===== config.mk =====
export PLATFORM = sky130hd
export DESIGN_NAME = uart_rx_esp8266
export DESIGN_NICKNAME = d
export VERILOG_FILES = /design/src/rtl/uart_rx_esp8266.sv
export SDC_FILE = /design/constraint.sdc
export NUM_CORES = 1
export LEC_CHECK = 0
export CELL_PAD_IN_SITES_DETAIL_PLACEMENT = 0
export CELL_PAD_IN_SITES_GLOBAL_PLACEMENT = 1
export CORE_MARGIN = 1
export CORE_UTILIZATION = 47
export DETAILED_ROUTE_END_ITERATION = 10
export MAX_ROUTING_LAYER = met4
export PLACE_DENSITY = 0.83
export RECOVER_POWER = 100
export SYNTH_ARGS = -nofsm -noshare
export SYNTH_HDL_FRONTEND = slang
export SYNTH_SLANG_ARGS = --single-unit

===== constraint.sdc =====
create_clock -name CLK -period 5.25 [get_ports CLK]
set_input_delay 1.05 -clock CLK [delete_from_list [all_inputs] [get_ports CLK]]
set_output_delay 1.05 -clock CLK [all_outputs]
set_load 0.02 [all_outputs]

===== src/rtl/uart_rx_esp8266.sv =====
// 8N1 UART receiver for the ESP8266 TX line: 16x oversampling, 2-FF sync,
// majority-vote sampling, one-byte holding register with valid/ack handshake.
module uart_rx_esp8266 #(
  parameter int CLOCK      = 50000000,
  parameter int BAUDRATE   = 9600,
  parameter int BAUDCLOCK  = 16,
  parameter int DATA_WIDTH = 8
) (
  input  logic                  CLK,
  input  logic                  RST,
  input  logic                  RX_IN,
  input  logic                  rx_ack,
  output logic [DATA_WIDTH-1:0] rx_data,
  output logic                  rx_valid,
  output logic                  frame_err,
  output logic                  overrun_err,
  output logic                  rx_busy,
  output logic                  BCLK
);

  // state   | meaning
  // S_IDLE  | line idle, waiting for a low sample on a tick
  // S_START | validating start bit (majority at tick 9)
  // S_DATA  | shifting in DATA_WIDTH bits, LSB first
  // S_STOP  | checking stop bit; early exit at tick 9
  // S_BREAK | stop bit was low, wait for line to return high
  typedef enum logic [2:0] {S_IDLE, S_START, S_DATA, S_STOP, S_BREAK} state_t;

  localparam int DIV_RAW = CLOCK / (BAUDRATE * BAUDCLOCK);
  localparam int DIV     = (DIV_RAW < 1) ? 1 : DIV_RAW;
  localparam int DW      = (DIV > 1) ? $clog2(DIV) : 1;
  localparam int TW      = $clog2(BAUDCLOCK);
  localparam int BW      = (DATA_WIDTH > 1) ? $clog2(DATA_WIDTH) : 1;

  state_t                r_state;
  state_t                w_state_nxt;
  logic [DW-1:0]         r_div_cnt;
  logic                  w_tick;
  logic                  r_sync1;
  logic                  r_sync2;
  logic [TW-1:0]         r_tick_cnt;
  logic [TW-1:0]         w_tick_nxt;
  logic [BW-1:0]         r_bit_cnt;
  logic                  r_s7;
  logic                  r_s8;
  logic                  w_maj;
  logic                  w_active;
  logic                  w_decide;
  logic                  w_start_det;
  logic                  w_busy;
  logic                  w_deliver;
  logic                  w_frame_bad;
  logic                  w_shift;
  logic [DATA_WIDTH-1:0] r_shift;
  logic [DATA_WIDTH-1:0] r_data;
  logic                  r_valid;
  logic                  r_frame_err;
  logic                  r_overrun;

  assign w_tick = (r_div_cnt == DW'(DIV - 1));

  always_ff @(posedge CLK) begin
    if (RST) begin
      r_div_cnt <= '0;
    end else if (w_tick) begin
      r_div_cnt <= '0;
    end else begin
      r_div_cnt <= r_div_cnt + DW'(1);
    end
  end

  always_ff @(posedge CLK) begin
    if (RST) begin
      r_sync1 <= 1'b1;
      r_sync2 <= 1'b1;
    end else begin
      r_sync1 <= RX_IN;
      r_sync2 <= r_sync1;
    end
  end

  // r_tick_cnt holds the index of the previous tick; w_tick_nxt is the current one
  assign w_tick_nxt  = (r_tick_cnt == TW'(BAUDCLOCK - 1)) ? '0 : r_tick_cnt + TW'(1);
  assign w_active    = (r_state == S_START) || (r_state == S_DATA) || (r_state == S_STOP);
  assign w_decide    = w_tick && w_active && (w_tick_nxt == TW'(9));
  assign w_start_det = (r_state == S_IDLE) && w_tick && !r_sync2;
  assign w_maj       = (r_s7 & r_s8) | (r_s7 & r_sync2) | (r_s8 & r_sync2);

  always_ff @(posedge CLK) begin
    if (RST) begin
      r_state <= S_IDLE;
    end else begin
      r_state <= w_state_nxt;
    end
  end

  always_comb begin
    w_state_nxt = r_state;
    case (r_state)
      S_IDLE:  if (w_start_det) w_state_nxt = S_START;
      S_START: if (w_decide) w_state_nxt = w_maj ? S_IDLE : S_DATA;
      S_DATA:  if (w_decide && (r_bit_cnt == BW'(DATA_WIDTH - 1))) w_state_nxt = S_STOP;
      S_STOP:  if (w_decide) w_state_nxt = w_maj ? S_IDLE : S_BREAK;
      S_BREAK: if (w_tick && r_sync2) w_state_nxt = S_IDLE;
      default: w_state_nxt = S_IDLE;
    endcase
  end

  always_comb begin
    w_busy      = (r_state != S_IDLE);
    w_shift     = (r_state == S_DATA) && w_decide;
    w_deliver   = (r_state == S_STOP) && w_decide && w_maj;
    w_frame_bad = (r_state == S_STOP) && w_decide && !w_maj;
  end

  always_ff @(posedge CLK) begin
    if (RST) begin
      r_tick_cnt <= '0;
      r_bit_cnt  <= '0;
      r_s7       <= 1'b1;
      r_s8       <= 1'b1;
      r_shift    <= '0;
    end else begin
      if (w_start_det) begin
        r_tick_cnt <= '0;
        r_bit_cnt  <= '0;
      end else if (w_tick && w_active) begin
        r_tick_cnt <= w_tick_nxt;
        if (w_tick_nxt == TW'(7)) r_s7 <= r_sync2;
        if (w_tick_nxt == TW'(8)) r_s8 <= r_sync2;
      end
      if (w_shift) begin
        r_shift   <= {w_maj, r_shift[DATA_WIDTH-1:1]};
        r_bit_cnt <= r_bit_cnt + BW'(1);
      end
    end
  end

  // A same-cycle ack frees the holding register for the incoming byte
  always_ff @(posedge CLK) begin
    if (RST) begin
      r_data      <= '0;
      r_valid     <= 1'b0;
      r_frame_err <= 1'b0;
      r_overrun   <= 1'b0;
    end else begin
      r_frame_err <= w_frame_bad;
      if (w_deliver) begin
        if (!r_valid || rx_ack) begin
          r_data  <= r_shift;
          r_valid <= 1'b1;
          if (rx_ack) r_overrun <= 1'b0;
        end else begin
          r_overrun <= 1'b1;
        end
      end else if (rx_ack) begin
        r_valid   <= 1'b0;
        r_overrun <= 1'b0;
      end
    end
  end

  assign rx_data     = r_data;
  assign rx_valid    = r_valid;
  assign frame_err   = r_frame_err;
  assign overrun_err = r_overrun;
  assign rx_busy     = w_busy;
  assign BCLK        = w_tick;

endmodule

==> results of run 1 <==
-- placed cells by master (no fill, tap or decap), types with 8 or more instances in the layout --
cell type	synthesis	layout
inv_1	13	13
o31ai_1	8	8
ha_1	8	8
o21ai_0	13	14
dfxtp_1	42	42
dlygate4sd3_1	0	14
a21oi_1	23	23
nand3_1	11	11
nand4_1	21	21
nor2_1	16	16
-- final cells by class --
cell class                      count  area, µm²
Fill cell                         394       1770
Clock inverter                      2       37.5
Multi-Input combinational cell    169       1120
Inverter                           13       48.8
Clock buffer                        6       72.6
Timing Repair Buffer               21        194
Tap cell                           50       62.6
Sequential cell                    42        841
-- power breakdown --
| part | total (mW) | internal (mW) | switching, mW |
|---|---|---|---|
| Combinational | 0.0176 | 0.00675 | 0.0108 |
| Sequential | 0.324 | 0.321 | 0.00310 |
| Clock | 0.255 | 0.142 | 0.113 |
| Total | 0.597 | 0.470 | 0.127 |
-- layer usage --
| layer | vias to the layer above | wire length (µm) | GRT usage [%] |
|---|---|---|---|
| met1 | 825 | 2300 | 31.8 |
| met2 | 32 | 1820 | 28.8 |
| met3 | 5 | 181 | 5.92 |
| met4 | 0 | 55 | 6.25 |
| li1 | 924 | - | - |
| met5 | - | 0 | - |
-- flip-flops by register name, summed over array words and instances, names as in the netlist --
register,flops
r_div_cnt,9
r_shift,8
rx_data,8
r_tick_cnt,4
r_bit_cnt,3
r_state,3
frame_err,1
overrun_err,1
r_s7,1
r_s8,1
r_sync1,1
r_sync2,1
rx_valid,1
-- worst max-delay path, stage by stage (launching register included) --
cell and delay, ns:
dfxtp_1 0.35, or4b_1 0.64, nor2_1 0.13, buf_4 0.21, dlygate4sd3_1 0.69
-- metrics by stage --
stage / cell area (µm²) / utilization [%] / hold WS [ns]
floorplan: 2090 / - / 0.389
global placement: 2270 / 54.7 / 0.395
detailed placement: 2270 / 54.7 / 0.395
CTS: 2380 / 57.4 / 0.414
global route: 2370 / 57.3 / 0.428
finish: 2370 / 57.3 / 0.412
-- cell families after synthesis --
group,Yosys count,share of synthesized area (%)
and+or+nand+nor,84,23.3
AOI/OAI and AO/OA,67,21.1
DFF,42,40.3
buffers and inverters,32,6.17
adders and majority gates,9,5.28
xor gates and xnor gates,8,3.36
muxes,1,0.480
-- final timing paths --
| path | startpoint | endpoint | slack, ns | depth (start not counted) |
|---|---|---|---|---|
| worst min register to register | r_sync1 | r_sync2 | 0.41 | 1 |
| worst max-delay path | r_div_cnt[3] | BCLK | 1.87 | 4 |
| worst min-delay path | r_sync1 | r_sync2 | 0.41 | 1 |
| worst max register to register | r_div_cnt[3] | overrun_err | 2.84 | 4 |
==> flow_metrics.py, run 1 <==
metrics = {
    "run_status": {
        "status": "finished clean",
    },
    "route": {
        "drc_errors": 0,
        "vias_per_cell": 5.89,
        "vias": 1786,
        "wire_per_inst_um": 14.4,
        "drtIter0Drc": 128,
        "wl_um": 4360,
        "antenna_left": 0,
        "drt_first_pass_iters": 5,
    },
    "clock_network": {
        "cts_tree": "done",
        "clock_sinks": 42,
        "path_clk_slew_ns": 0.07,
        "cts_buffers": 5,
        "cts_hold_buf": 0,
        "clock_path_buffers": 2,
        "cts_root_buffer": "clkbuf_8",
        "cts-resized-gates": 0,
        "cts_max_level": 2,
        "clock_latency_ns": 0.30,
        "cts_setup_buffers": 0,
    },
    "sta": {
        "slew_headroom_pct": 12.4,
        "final.setup.tns_ns": 0,
        "fin_crit_sh_pct": 64.3,
        "finClkSkew_ns": 0.00821,
        "rsz0062_at_grt": "no",
        "finalSetupViolCount": 0,
        "slew_violations": 0,
        "hold_violations": 0,
        "worst_slew_pin_slew_ns": 1.31,
        "fin_crit_ns": 3.38,
        "fin_ws_ns": 1.87,
        "max_freq_mhz": 296,
    },
    "cells_and_area": {
        "area_growth_pct": 13.7,
        "fin_nets": 264,
        "stdcell_count": 303,
        "drive_gt1_share_pct": 7.11,
        "antenna_cells": 0,
    },
    "yosys": {
        "synth_top_area_share_pct": 40.3,
        "seq_area_frac_synth_pct": 40.3,
        "ys_types": 51,
        "synthArstFlopShare_pct": 0,
        "synthMostInstantiatedCell": "dfxtp_1",
        "synth_area_leaders": "dfxtp_1 (40%), nand4_1 (6.3%), a21oi_1 (5.5%)",
        "synth_area_um2": 2090,
        "synth_commonest_cells": "dfxtp_1 (42), a21oi_1 (23), nand4_1 (21)",
        "yosys.area.top_type": "dfxtp_1",
        "ys_warn_count": 0,
        "ys_ff_latch": 42,
        "ys.flop_type": "dfxtp_1",
        "syn_nets": 255,
        "synth_enable_flop_cells": 0,
        "synth_area_per_cell_um2": 8.59,
        "syn_inst": 243,
    },
    "setup_path": {
        "criticalPathCategory": "reg2out",
        "worstSetupStartpointType": "flip-flop",
        "arrival_ns": 2.33,
        "required_ns": 4.20,
        "critPathMaxFanout": 16,
        "cp-end-kind": "output pin",
    },
    "floorplan": {
        "std_cell_rows": 23,
        "start_util_pct": 50.4,
        "die_area_um2": 4710,
        "io_pins": 17,
        "core_area_um2": 4140,
        "die_y_um": 68.6,
        "die_x_um": 68.6,
    },
    "place": {
        "portBuffers": 16,
        "dp_slack_ns": 2.24,
        "dpl.cell_count": 295,
        "hpwl_um": 2980,
        "place_congestion": 0.849,
    },
    "global_route": {
        "grt.total_usage_pct": 21.8,
        "grt_pass1_wl_um": 7300,
        "grt_pass1_vias": 1484,
        "grt_max_degree": 30,
        "overflow": 0,
        "antenna_found_initial": 0,
    },
    "power_and_ir_drop": {
        "totalPowerFinal_uw": 597,
        "power.leakage_nw": 0.887,
        "ir_worst_vdd_uv": 205,
        "p_per_area_nw_per_um2": 251,
    },
    "hold_path": {
        "hold_class": "reg2reg",
    },
    "run": {
        "drv_cap": 0,
    },
}
Power figures use the tool's default switching activity.
==> run 2: changes to the inputs <==
Settings changed: CORE_UTILIZATION 47 to 39, PLACE_DENSITY 0.83 to 0.73.
Clock period 5.25 ns to 2.7 ns, I/O delays scaled along.
==> flow_metrics.py, run 2 (synthesis results as in run 1) <==
metrics = {
    "run_status": {
        "status": "finished clean",
    },
    "setup_path": {
        "worstSetupStartpointType": "flip-flop",
        "required_ns": 2.90,
        "rrSetupSlack_ns": 0.29,
        "reg2reg_depth": 4,
        "cpPeakStageDelay_ns": 0.69,
        "cp-startpoint": "r_div_cnt[3]",
        "cp-end-kind": "flip-flop",
        "cp-endpoint": "r_s7",
        "r2r_end": "r_s7",
        "r2r_start": "r_div_cnt[3]",
        "cpLargestDelayFamily": "simple AND/OR/NAND/NOR gates",
        "critPathSlowestCell": "or4_1",
        "crit_chain": "or4b_1 > or4_1 > o41a_1 > a211o_1",
        "arrival_ns": 2.61,
        "critPathMaxFanout": 8,
        "cp.buffers_inverters": 0,
        "criticalPathCategory": "reg2reg",
        "cp.depth": 4,
    },
    "power_and_ir_drop": {
        "power.leakage_nw": 0.897,
        "p_int_uw": 915,
        "p_per_area_nw_per_um2": 487,
        "p_sw_uw": 259,
        "ir_worst_vdd_uv": 232,
        "swShare_pct": 22.0,
        "combPwrFrac_pct": 3.0,
        "power_frac_seq_pct": 53.6,
        "pwr-share-clk_pct": 43.3,
        "totalPowerFinal_mw": 1.17,
    },
    "route": {
        "drt_first_pass_iters": 4,
        "drc_errors": 0,
        "vias": 1803,
        "wire_per_inst_um": 14.5,
        "antenna_left": 0,
        "drtIter0Drc": 223,
        "wl_um": 4720,
        "vias_per_cell": 5.53,
    },
    "hold_path": {
        "hold_start": "r_sync1",
        "whs_path_depth": 1,
        "hold_class": "reg2reg",
    },
    "place": {
        "dp_slack_ns": 0.363,
        "portBuffers": 16,
        "place_area_um2": 2310,
        "hpwl_um": 3180,
        "dpl.cell_count": 318,
        "place_congestion": 0.750,
    },
    "clock_network": {
        "cts_buffers": 5,
        "clock_latency_ns": 0.30,
        "clock_sinks": 42,
        "cts_tree": "done",
        "cts_max_level": 2,
        "clock_path_buffers": 2,
        "cts_root_buffer": "clkbuf_8",
        "path_clk_slew_ns": 0.09,
    },
    "floorplan": {
        "io_pins": 17,
        "die_area_um2": 5650,
        "std_cell_rows": 26,
        "start_util_pct": 40.6,
        "die_y_um": 75.2,
        "die_x_um": 75.2,
        "core_area_um2": 5140,
    },
    "sta": {
        "final.setup.tns_ns": 0,
        "fin_hold_ws_ns": 0.420,
        "slew_violations": 0,
        "max_freq_mhz": 414,
        "fin_ws_ns": 0.287,
        "worst_slew_pin_slew_ns": 0.996,
        "slew_headroom_pct": 32.9,
        "rsz0062_at_grt": "no",
        "fin_crit_ns": 2.41,
        "finClkSkew_ns": 0.0133,
        "hold_violations": 0,
        "fin_crit_sh_pct": 89.4,
        "finalSetupViolCount": 0,
    },
    "cells_and_area": {
        "antenna_cells": 0,
        "most-common-layout-cells": "dfxtp_1 (42), a21oi_1 (23), nand4_1 (21)",
        "area_growth_pct": 15.5,
        "post-route-util_pct": 46.9,
        "stdcell_count": 326,
        "top_register": "r_div_cnt",
        "fin_area_um2": 2410,
        "drive_gt1_share_pct": 7.42,
        "largest_reg_flops": 9,
        "final_common_cell": "dfxtp_1",
        "fin_nets": 267,
    },
    "run": {
        "drv_cap": 0,
    },
    "global_route": {
        "grt.total_usage_pct": 19.4,
        "overflow": 0,
        "grt_pass1_wl_um": 8160,
        "grt_pass1_vias": 1665,
        "grt_max_degree": 25,
        "antenna_found_initial": 0,
    },
}
==> run 2: per-layer routing <==
layer	track usage (%)	share of wire, %
met4	6.58	1.0
met2	27.6	45
met1	27.1	52
met5	-	0
met3	4.02	2.6
==> run 2: power by group through the flow <==
stage                     clock network (mW)  registers (mW)  logic, mW
after floorplan                            0           0.643     0.0234
after global placement                     0           0.645     0.0365
after detailed placement                   0           0.644     0.0366
after CTS                              0.518           0.630     0.0367
after global routing                   0.539           0.631     0.0408
final                                  0.509           0.630     0.0354
==> run 2: repair_timing <==
item / CTS / global route
gates resized for setup: 0 / 1
buffers inserted: 0 / 0
hold endpoints to repair: 0 / 0
hold buffers: 0 / 0
setup endpoints to repair: 0 / 1
==> run 2: area by class of cell <==
cell class	count	area, µm²
Inverter	13	48.8
Clock inverter	3	43.8
Sequential cell	42	841
Fill cell	542	2730
Timing Repair Buffer	24	206
Tap cell	70	87.6
Multi-Input combinational cell	169	1110
Clock buffer	5	68.8
==> run 2: worst min-delay path by stage <==
stage                          to  slack, ns
after global placement    r_sync2       0.39
after floorplan           r_sync2       0.39
final                     r_sync2       0.42
after CTS                 r_sync2       0.42
after detailed placement  r_sync2       0.40
after global routing      r_sync2       0.46
==> run 3: changes to the inputs <==
Settings changed: ABC_CLOCK_PERIOD_IN_PS set to 2700.
==> results of run 3 <==
The final DEF is identical to that of run 2; final timing and power are the same.
